[config.mk]
export PLATFORM = sky130hd
export DESIGN_NAME = regfile_write_arbiter
export DESIGN_NICKNAME = d
export VERILOG_FILES = /design/src/rtl/regfile_write_arbiter.sv
export SDC_FILE = /design/constraint.sdc
export NUM_CORES = 1
export LEC_CHECK = 0
export CAP_MARGIN = 20
export CORE_MARGIN = 2
export CORE_UTILIZATION = 30
export CTS_BUF_LIST = sky130_fd_sc_hd__clkbuf_4
export DETAILED_ROUTE_END_ITERATION = 6
export GPL_TIMING_DRIVEN = 0
export HOLD_SLACK_MARGIN = 0.02
export SLEW_MARGIN = 5
export SYNTH_ARGS = -nofsm -noshare
export SYNTH_HDL_FRONTEND = slang
export SYNTH_SLANG_ARGS = --single-unit
[constraint.sdc]
create_clock -name clk -period 9.3 [get_ports clk]
set_input_delay 1.86 -clock clk [delete_from_list [all_inputs] [get_ports clk]]
set_output_delay 1.86 -clock clk [all_outputs]
set_load 0.02 [all_outputs]
[src/rtl/regfile_write_arbiter.sv]
// Register-file write-port arbiter with a pending-write scoreboard.
// Three producers (integer ALU, FPU, load unit) compete for the single
// write port. Grants rotate round-robin so no producer starves, and the
// granted write appears on the registered write port one cycle later.
// A 64-entry scoreboard indexed {float, reg} tracks destinations that
// have been issued but not yet written back. The issue stage queries it
// to decide whether to stall on a read-after-write hazard.
module regfile_write_arbiter #(
  parameter int DATA_W = 32,
  parameter int ADDR_W = 6
) (
  input  logic              clk,
  input  logic              reset,
  input  logic [2:0]        req,
  input  logic [4:0]        req_reg0,
  input  logic [4:0]        req_reg1,
  input  logic [4:0]        req_reg2,
  input  logic [2:0]        req_float,
  input  logic [DATA_W-1:0] req_data0,
  input  logic [DATA_W-1:0] req_data1,
  input  logic [DATA_W-1:0] req_data2,
  output logic [2:0]        ack,
  output logic [ADDR_W-1:0] writeReg,
  output logic [DATA_W-1:0] writeData,
  output logic              regWrite,
  output logic              float,
  input  logic              issue_valid,
  input  logic [4:0]        issue_reg,
  input  logic              issue_float,
  input  logic [4:0]        qry_reg1,
  input  logic [4:0]        qry_reg2,
  input  logic              qry_float,
  output logic              stall,
  output logic [6:0]        pending_cnt
);

  logic [1:0]        rrPtr;
  logic              grantValid;
  logic [1:0]        grantIdx;
  logic [4:0]        selReg;
  logic              selFloat;
  logic [DATA_W-1:0] selData;
  logic              selWritable;
  logic [63:0]       pend;
  logic [63:0]       setVec;
  logic [63:0]       clrVec;
  logic [63:0]       pendNext;
  logic [6:0]        pendCount;

  // Pick the winner by scanning requesters from rrPtr upward, wrapping at 3.
  // Nothing is granted while reset is high, so a request in flight is dropped.
  always_comb begin
    grantValid = !reset && (req != 3'b000);
    grantIdx   = 2'd0;
    case (rrPtr)
      2'd1: begin
        if (req[1])      grantIdx = 2'd1;
        else if (req[2]) grantIdx = 2'd2;
        else             grantIdx = 2'd0;
      end
      2'd2: begin
        if (req[2])      grantIdx = 2'd2;
        else if (req[0]) grantIdx = 2'd0;
        else             grantIdx = 2'd1;
      end
      default: begin
        if (req[0])      grantIdx = 2'd0;
        else if (req[1]) grantIdx = 2'd1;
        else             grantIdx = 2'd2;
      end
    endcase
  end

  // The grant pulse goes straight back to the requester in the same cycle.
  always_comb begin
    ack = 3'b000;
    if (grantValid) ack = 3'b001 << grantIdx;
  end

  // Steer the winning requester's destination and data toward the write port.
  always_comb begin
    selReg   = req_reg0;
    selFloat = req_float[0];
    selData  = req_data0;
    case (grantIdx)
      2'd1: begin
        selReg   = req_reg1;
        selFloat = req_float[1];
        selData  = req_data1;
      end
      2'd2: begin
        selReg   = req_reg2;
        selFloat = req_float[2];
        selData  = req_data2;
      end
      default: begin
      end
    endcase
    selWritable = selFloat || (selReg != 5'd0);
  end

  // Advance the round-robin pointer past the last winner and register the write port.
  // Integer r0 is hardwired to zero, so a grant there is acked but never written.
  always_ff @(posedge clk) begin
    if (reset) begin
      rrPtr     <= 2'd0;
      regWrite  <= 1'b0;
      writeReg  <= '0;
      writeData <= '0;
      float     <= 1'b0;
    end else begin
      regWrite <= 1'b0;
      if (grantValid) begin
        rrPtr     <= (grantIdx == 2'd2) ? 2'd0 : grantIdx + 2'd1;
        writeReg  <= ADDR_W'(selReg);
        writeData <= selData;
        float     <= selFloat;
        regWrite  <= selWritable;
      end
    end
  end

  // Build the set and clear masks for this cycle's issue and write-back.
  // Integer r0 is never marked pending because it can never be a real hazard.
  always_comb begin
    setVec = '0;
    clrVec = '0;
    if (!reset && issue_valid && (issue_float || (issue_reg != 5'd0)))
      setVec[{issue_float, issue_reg}] = 1'b1;
    if (grantValid)
      clrVec[{selFloat, selReg}] = 1'b1;
    pendNext = (pend & ~clrVec) | setVec;
  end

  // Scoreboard update; a fresh issue overrides a write-back to the same register,
  // since the newer instruction still owes a result.
  always_ff @(posedge clk) begin
    if (reset) pend <= '0;
    else       pend <= pendNext;
  end

  // Count pending destinations for occupancy monitoring.
  always_comb begin
    pendCount = '0;
    for (int i = 0; i < 64; i++) pendCount = pendCount + {6'd0, pend[i]};
  end

  assign pending_cnt = pendCount;

  // Hazard check looks only at the registered scoreboard, never at this cycle's traffic.
  assign stall = pend[{qry_float, qry_reg1}] | pend[{qry_float, qry_reg2}];

endmodule
# Word level (Yosys, flattened, before mapping)
# Cells that the tools add are included.
# word_totals
ff_bits,105
latchBits,0
mem_bits_rw,0
rom_bits,0
inputBits,137
output_inout_bits,51
wordCells,120
n_memories,0
# classes
addsub,64
multipliers,0
div,0
n_lt_le_gt_ge,6
eq_ne,4
shifts,1
mux,22
bitwise_logic,5
n_reduce_logical,12
# ops
op,count
7-bit by 1-bit adder with 7-bit output,57
64-bit 2-to-1 mux,2
64-bit bitwise AND,1
64-bit inverter,1
64-bit bitwise OR,1
32-bit case mux with 2 select lines,1
"6-bit by 7-bit < comparator with 1-bit output, second input constant",4
1-bit binary-select mux with 6-bit select,2
1-bit demux with 6-bit select,2
"6-bit by 1-bit >= comparator with 1-bit output, second input constant",2
2-bit 2-to-1 mux,6
5-bit case mux with 2 select lines,1
5-bit nonzero test,2
6-bit by 1-bit adder with 7-bit output,1
5-bit by 1-bit adder with 6-bit output,1
4-bit by 1-bit adder with 5-bit output,1
1-bit logical AND,5
1-bit 2-to-1 mux,5
3-bit by 1-bit adder with 4-bit output,1
"2-bit by 1-bit == test with 1-bit output, second input constant",2
"2-bit == test, second input constant",2
2-bit case mux with 2 select lines,1
2-bit by 1-bit adder with 3-bit output,1
3-bit 2-to-1 mux,1
other kinds (10),11

# Depth between registers and ports, before layout
# Gate-level depths: netlist of run 1.
# logic_depth
ltp_word,63
depth_mapped,20
ltp_nobuf,20

# Worst setup path after synthesis of run 1
# Ideal clock, no wire load.
# synth_path
path_type,register to output
from,register pend[35]
to,output pending_cnt[6]
arrival_ps,5799
required_ps,7440
setup_slack_ps,1641
stages_incl_launch_ff,21
path_buffers,0
path_cell_list,dfxtp_1 inv_1 fa_1 inv_1 fa_1 fa_1 inv_1 fa_1 inv_1 fa_1 fa_1 fa_1 inv_1 fa_1 inv_1 fa_1 a21o_1 a21oi_1 nor2b_1 o21ai_0 nand2b_1
# synth_via
elab_chain_len,29
# synth_lines
element,line_no,text
start: declaration,44,logic [63:0] pend;
start signal: assignment,139,else pend <= pendNext;
7-bit by 1-bit adder with 7-bit output (29 in series),145,"for (int i = 0; i < 64; i++) pendCount = pendCount + {6'd0, pend[i]};"
end: declaration,34,output logic [6:0] pending_cnt
# No other way between the ends.

# Worst setup path after layout of run 1
# Ends and elaborated chain as after synthesis.

==> results.md, run 1 <==
* Status: finished, final reports clean
* Die H at 163 um
* Sequential share of power at around two fifths
* Avg WL per Cell at 19.9 um
* I/O Buffers at 178
* Power Internal at 0.740 mW
* Max-Cap Viols at 0
* Top_reg_cell synth: dfxtp_1
* Clock power share at a little over a fifth
* Top-count cell post-synth: dfxtp_1
* Hold-fix buffers, CTS at 0
* CP Class: reg2out
* Switching Share at 39.5%
* IO Pins at ~190
* Commonest cells in the netlist: 105 x dfxtp_1, 100 x a21oi_1, 99 x inv_1
* DRC Markers at 0
* Worst EP required at roughly 7.4 ns
* Combinational share of power at 37.5%
* Cells after Synth at 861
* Die area at 26600 um^2
* Clock network latency to the later pin of the worst-skew pair at 0.53 ns
* Final min period at 8.94 ns
* Area fraction of the dominant cell type after synthesis at 27.7%
* Initial antenna violation count at 1
* Mapped Nets at 1074
* Slew @ Worst Pin at 1.12 ns
* Worst path bufs/invs at 7
* Clock root buffer: clkbuf_4
* Hold Violations, Final at 0
* DR vias/cell at 5.27
* Clk sinks at between 100 and 150
* Total CTS buffers at 9
* Starting Density at 30.3%
* Area growth syn-to-layout at 31.2%
* Main area contributors after synthesis: dfxtp_1 28%, fa_1 14%, mux4_2 11%, a21oi_1 6.6%, inv_1 4.9%
* Total iterations of the first detailed-routing run at 5
* CTS resizes at 0
* CP Cell Sequence: inv_1 > fa_1 > inv_1 > fa_1 > fa_1 > inv_1 > fa_1 > inv_1 > fa_1 > fa_1 > fa_1 > inv_1 > fa_1 > inv_1 > fa_1 > a21o_1 > a21oi_1 > nor2b_1 > o21ai_0 > nand2b_1 > clkdlybuf4s50_1
* Max Fanout on Critical Path at 4
* Post-synthesis sequential area ratio at 27.7%
* Setup violations, final at 0
* DR iter-0 viols at 423
* Setup crit end: pending_cnt[6]
* Critical Path Sink Type: output pin
* Crit share post-route at 96.2%
* Worst setup SP type: flip-flop
* Drt total wl at 27600 um
* Net Sw Power at 0.484 mW
* Core Area at 25000 um^2
* Crit-path slowest cell: fa_1
* Syn avg cell area at 8.82 um^2
* Reg2Reg Depth at 12
* Max Freq at 112 MHz
* Total GRT Usage at a little over a fifth
* FF-to-FF setup slack at 5.57 ns
* GPL Wtd Cong at 0.940
* Layout fillers at 2591
* ANT nets after route at 0
* Longest Clk Path Bufs at 2
* Share of cells above drive strength 1 at 6.72%
* Grt peak-use layer: met2
* CP max stage delay at 0.55 ns
* Top cell by count, worst path: fa_1
* Max-slew violations at 0
* Critical Path Stages at 21
* First-pass GRT wire length at 42300 um
* Largest net degree at the start of global routing at 23
* Largest area contributor in the netlist: dfxtp_1
* RR Startpoint: rrPtr[0]$_SDFFE_PP0P_
* M1 GR Usage at 24.9%
* Top delay family on crit path: adder cells
* HPWL after detailed placement at 22800 um
* Met3 Resource Use GR at 3.96%
* CTS HTree Levels at 3
* Max VDD drop at about 0.075 mV
* Data arrival time of the worst path at 7.08 ns
* RSZ-0062 raised after global routing: no
* Rows at 58
* Die Span X at 163 um
* YS warnings at 0
* Netlist cell types at 44
* Synthesis-stage register bit count at 105
* Crit. Startpoint: pend[35]$_SDFF_PP0_
* CTS tree: done
* Leakage at 3.66 nW
* Gr ovfl total at 0
* Worst relative slew slack at 25.0%
* Final setup TNS at 0 ns
* Hold Worst Slack at 0.473 ns
* Met2 Use GR at 38.3%
* Nets@finish at 1264
* RR Endpoint: pend[62]$_SDFF_PP0_
* Via count at 7309
* Mapped Area at 7590 um^2
* Number of synthesized flops with an enable pin at 0
* Clock Skew at 0.0564 ns
* PD cells at 123 nW/um^2
* Setup Buffers After CTS at 0
* Number of global-route vias before repair at 7429
* Worst min-delay path class: reg2reg
* Share of flip-flops with an asynchronous set or reset at 0%
* Clock transition at path regs at 0.22 ns
[layout make-up]
| type | instances | area, um^2 | area share (%) |
|---|---|---|---|
| Tap cell | 330 | 413 | 4.15 |
| Sequential cell | 105 | 2100 | 21.1 |
| Inverter | 99 | 372 | 3.73 |
| Clock inverter | 7 | 88.8 | 0.892 |
| Clock buffer | 9 | 67.6 | 0.678 |
| Timing Repair Buffer | 179 | 1790 | 18.0 |
| Buffer | 53 | 236 | 2.37 |
| Antenna cell | 1 | 2.50 | 0.0251 |
| Multi-Input combinational cell | 604 | 4890 | 49.1 |
[metal layers]
| metal | vias up | part of all wire (%) |
|---|---|---|
| met5 | - | 0 |
| met4 | 0 | 2.8 |
| met3 | 42 | 7.1 |
| met2 | 337 | 50 |
| met1 | 3535 | 40 |
| li1 | 3395 | - |
[worst register-to-register path, cell delays in order (launching register included)]
cell and delay [ns]:
dfxtp_1 0.42, inv_1 0.06, ha_1 0.33, nand2b_1 0.15, o21a_1 0.23, inv_1 0.08
ha_1 0.19, clkbuf_1 0.43, a22oi_1 0.31, a21oi_1 0.46, nand4_1 0.50, o21ai_1 0.30
o31ai_1 0.13
[kinds of logic (layout without fill, tap and decap cells)]
logic type / after synthesis / after routing / share of synthesized area, %
compound gates: 254 / 254 / 20.2
simple gates: 222 / 222 / 13.3
buf+inv: 152 / 347 / 8.01
flops: 105 / 105 / 27.7
fa+ha+maj: 76 / 76 / 17.9
mux: 47 / 47 / 12.5
xor+xnor: 4 / 4 / 0.462
other cells: 1 / 2 / 0.0494
[sequential cells by signal (all words and copies together) (netlist names)]
signal,cells
writeReg,5
regWrite,1
writeData,32
pend,64
float,1
rrPtr,2
[cells in the final DEF (no fill, tap or decap), types with 2 or more instances in the layout]
master           count
inv_1               99
fa_1                54
xnor2_1              3
buf_4                4
o21ai_1             38
buf_6                3
a21o_1               8
o21ai_0             20
nand4_1             10
nor2_1              87
nand2b_1             5
and2_1               5
ha_1                22
dfxtp_2              2
nor3_1               4
a21oi_1            100
buf_1               10
clkdlybuf4s50_1    178
o32ai_1              9
inv_8                2
nor2b_1             10
clkinv_8             2
clkbuf_4             9
mux2i_1              9
nor3b_1              2
nand3_1             24
a22oi_1             39
buf_2                3
nand2_1             66
dfxtp_1            103
clkbuf_1            34
a211oi_1            33
mux4_2              38
nor4b_2              3
[power by group through the flow]
stage	Combinational, mW	Clock [mW]	Sequential (mW)
final	0.459	0.265	0.500
after global routing	0.501	0.286	0.504
after CTS	0.460	0.269	0.501
after detailed placement	0.459	0	0.509
after global placement	0.456	0	0.509
after floorplan	0.223	0	0.539
[how the worst min path moves through the flow]
| stage | cells after the start | endpoint | startpoint | slack, ns |
|---|---|---|---|---|
| final | 2 | writeReg[2]$_SDFFE_PP0P_ | writeReg[2]$_SDFFE_PP0P_ | 0.47 |
| after floorplan | 2 | rrPtr[1]$_SDFFE_PP0P_ | rrPtr[1]$_SDFFE_PP0P_ | 0.45 |
| after global routing | 2 | writeReg[2]$_SDFFE_PP0P_ | writeReg[2]$_SDFFE_PP0P_ | 0.50 |
| after detailed placement | 2 | writeReg[2]$_SDFFE_PP0P_ | writeReg[2]$_SDFFE_PP0P_ | 0.45 |
| after global placement | 2 | writeReg[2]$_SDFFE_PP0P_ | writeReg[2]$_SDFFE_PP0P_ | 0.45 |
| after CTS | 2 | writeReg[2]$_SDFFE_PP0P_ | writeReg[2]$_SDFFE_PP0P_ | 0.48 |
[per-stage QoR]
| step | area (um^2) | power [mW] | utilization [%] | instances | setup WS (ns) |
|---|---|---|---|---|---|
| floorplan | 7590 | 0.763 | - | 861 | 1.64 |
| finish | 9960 | 1.22 | 39.8 | 1387 | 0.358 |
| CTS | 9950 | 1.23 | 39.7 | 1385 | 0.222 |
| global route | 9960 | 1.29 | 39.8 | 1387 | 0.0181 |
| detailed placement | 9790 | 0.968 | 39.1 | 1369 | 0.832 |
| global placement | 9790 | 0.965 | 39.1 | 1369 | 0.869 |
Power figures use the tool's default switching activity.
==> run 2, diff against run 1 <==
CAP_MARGIN = 15   (was 20)
CORE_UTILIZATION = 35   (was 30)
==> results.md, run 2 (synthesis results as in run 1) <==
* Status: finished, final reports clean (unchanged)
* Final min period at 8.95 ns (was 8.94 ns)
* Met2 Use GR at 41.7% (was 38.3%)
* Design Area, Final at 9870 um^2 (was 9960 um^2)
* CP max stage delay at 0.56 ns (was 0.55 ns)
* Nets@finish at 1264 (unchanged)
* Met3 Resource Use GR at 7.20% (was 3.96%)
* Dpl cell area at 9730 um^2 (was 9790 um^2)
* Max VDD drop at 0.0661 mV (was 0.0754 mV)
* Crit. Startpoint: pend[35]$_SDFF_PP0_ (unchanged)
* Gr ovfl total at 0 (unchanged)
* CP Cell Sequence: inv_1 > fa_1 > inv_1 > fa_1 > fa_1 > inv_1 > fa_1 > inv_1 > fa_1 > fa_1 > fa_1 > inv_1 > fa_1 > inv_1 > fa_1 > a21o_1 > a21oi_1 > nor2b_1 > o21ai_0 > nand2b_1 > clkdlybuf4s50_1 (unchanged)
* Hold Worst Slack at 0.475 ns (was 0.473 ns)
* Worst path bufs/invs at 7 (unchanged)
* DRC Markers at 0 (unchanged)
* Critical Path Sink Type: output pin (unchanged)
* Via count at 7182 (was 7309)
* Clock transition at path regs at 0.17 ns (was 0.22 ns)
* Total GRT Usage at 24.3% (was 21.1%)
* Total iterations of the first detailed-routing run at 5 (unchanged)
* Pwr Total at 1.20 mW (was 1.22 mW)
* Final setup TNS at 0 ns (unchanged)
* ANT nets after route at 0 (unchanged)
* Rows at 53 (was 58)
* M1 GR Usage at 29.4% (was 24.9%)
* Crit share post-route at 96.2% (about the same)
* CTS resizes at 0 (unchanged)
* Worst setup SP type: flip-flop (unchanged)
* Avg WL per Cell at 20.2 um (was 19.9 um)
* CTS tree: done (unchanged)
* RSZ-0062 raised after global routing: no (unchanged)
* Setup violations, final at 0 (unchanged)
* Worst EP required at 7.44 ns (about the same)
* Leading cell type in the layout, fill and taps excluded: clkdlybuf4s50_1 (unchanged)
* Clock network latency to the later pin of the worst-skew pair at 0.49 ns (was 0.53 ns)
* GPL Wtd Cong at 0.915 (was 0.940)
* RR Startpoint: rrPtr[0]$_SDFFE_PP0P_ (unchanged)
* Max-Cap Viols at 0 (unchanged)
* Longest Clk Path Bufs at 2 (unchanged)
* Max Fanout on Critical Path at 4 (unchanged)
* Grt peak-use layer: met2 (unchanged)
* Die area at 22900 um^2 (was 26600 um^2)
* Top delay family on crit path: adder cells (unchanged)
* Worst min-delay path class: reg2reg (unchanged)
* CTS HTree Levels at 3 (unchanged)
* Largest registers: pend x64, writeData x32, writeReg x5 (unchanged)
* Core Area at 21200 um^2 (was 25000 um^2)
* Clk sinks at 105 (unchanged)
* DR vias/cell at 5.40 (was 5.27)
* Slew @ Worst Pin at 1.18 ns (was 1.12 ns)
* Largest net degree at the start of global routing at 18 (was 23)
* Top cell by count, worst path: fa_1 (unchanged)
* Worst relative slew slack at 21.3% (was 25.0%)
* Number of global-route vias before repair at 7370 (was 7429)
* HP Start: writeReg[3]$_SDFFE_PP0P_ (was writeReg[2]$_SDFFE_PP0P_)
* Max-slew violations at 0 (unchanged)
* First-pass GRT wire length at 41600 um (was 42300 um)
* Data arrival time of the worst path at 7.09 ns (was 7.08 ns)
* Max reg flops at 64 (unchanged)
* Hold-fix buffers, CTS at 0 (unchanged)
* Crit-path slowest cell: fa_1 (unchanged)
* Die Span X at 151 um (was 163 um)
* Area growth syn-to-layout at 30.0% (was 31.2%)
* Clock Skew at 0.0214 ns (was 0.0564 ns)
* IO Pins at 188 (unchanged)
* Total CTS buffers at 9 (unchanged)
* Initial antenna violation count at 1 (unchanged)
* Leakage at 3.64 nW (was 3.66 nW)
* DR iter-0 viols at 405 (was 423)
* Final core utilization at 46.7% (was 39.8%)
* Most frequent cells in the layout: 178 x clkdlybuf4s50_1, 105 x dfxtp_1, 100 x a21oi_1, 99 x inv_1, 87 x nor2_1 (was 178 x clkdlybuf4s50_1, 103 x dfxtp_1, 100 x a21oi_1, 99 x inv_1, 87 x nor2_1)
* HPWL after detailed placement at 22300 um (was 22800 um)
* Drt total wl at 26900 um (was 27600 um)
* CP Class: reg2out (unchanged)
* Biggest register: pend (unchanged)
* Max Freq at 112 MHz (about the same)
* Die H at 151 um (was 163 um)
* Hold Violations, Final at 0 (unchanged)
* Clock root buffer: clkbuf_4 (unchanged)
* Starting Density at 35.9% (was 30.3%)
* Share of cells above drive strength 1 at 6.35% (was 6.72%)
* I/O Buffers at 178 (unchanged)
* Setup Buffers After CTS at 0 (unchanged)
* PD cells at 122 nW/um^2 (was 123 nW/um^2)
-- run 2: changes by cell type in the layout (fill, tap and decap cells not counted), sizes merged --
| cell | delta |
|---|---|
| inv | -3 |
| clkinvlp | +2 |
| clkinv | -1 |
| bufinv | +1 |
-- run 2: worst reg2reg max path, cell delays in order, from the launching register on --
cell      delay, ns
dfxtp_1        0.38
inv_1          0.05
ha_1           0.33
nand2b_1       0.16
o21a_1         0.24
inv_1          0.08
ha_1           0.18
clkbuf_1       0.46
a22oi_1        0.25
a21oi_1        0.65
nand3_1        0.53
o21ai_0        0.32
a21oi_1        0.09
-- run 2: worst paths after layout --
check / to / slack, ns / cells after the start
setup / recovery: pending_cnt[6] / 0.35 / 21
hold reg to reg: writeReg[3]$_SDFFE_PP0P_ / 0.47 / 2
hold / removal: writeReg[3]$_SDFFE_PP0P_ / 0.47 / 2
setup reg to reg: pend[29]$_SDFF_PP0_ / 5.49 / 12
-- run 2: layout make-up --
type,count,area [um^2]
Multi-Input combinational cell,604,4890
Clock inverter,6,68.8
Buffer,53,236
Fill cell,2106,11300
Antenna cell,1,2.50
Tap cell,275,344
Inverter,99,372
Timing Repair Buffer,179,1790
Sequential cell,105,2100
Clock buffer,9,67.6
-- run 2: power breakdown --
part	total (mW)	switching [mW]	leakage, nW	internal (mW)
Clock	0.243	0.161	0.0676	0.0819
Sequential	0.499	0.0182	0.856	0.480
Combinational	0.462	0.271	2.72	0.191
Total	1.20	0.450	3.64	0.753
-- run 2: routing by layer --
metal	wire (um)	vias up
li1	-	3396
met1	10600	3434
met2	13200	311
met3	2330	41
met4	773	0
met5	0	-
-- run 2: metrics by stage --
| stage | cells | setup slack [ns] |
|---|---|---|
| floorplan | 861 | 1.64 |
| global placement | 1314 | 0.934 |
| detailed placement | 1315 | 0.881 |
| CTS | 1330 | 0.300 |
| global route | 1331 | 0.0127 |
| finish | 1331 | 0.351 |
==> run 3, diff against run 2 <==
clock period = 10.3 ns   (was 9.3 ns; I/O delays follow)
==> results of run 3 <==
The final DEF is identical to that of run 2. Status: finished, final reports clean.
Among the figures that moved: setup slack after placement 0.881 ns -> 1.68 ns; setup slack after layout 0.351 ns -> 1.15 ns; register-to-register setup slack 5.49 ns -> 6.49 ns; total power 1.20 mW -> 1.09 mW; worst IR drop on VDD 0.0661 mV -> 0.0597 mV
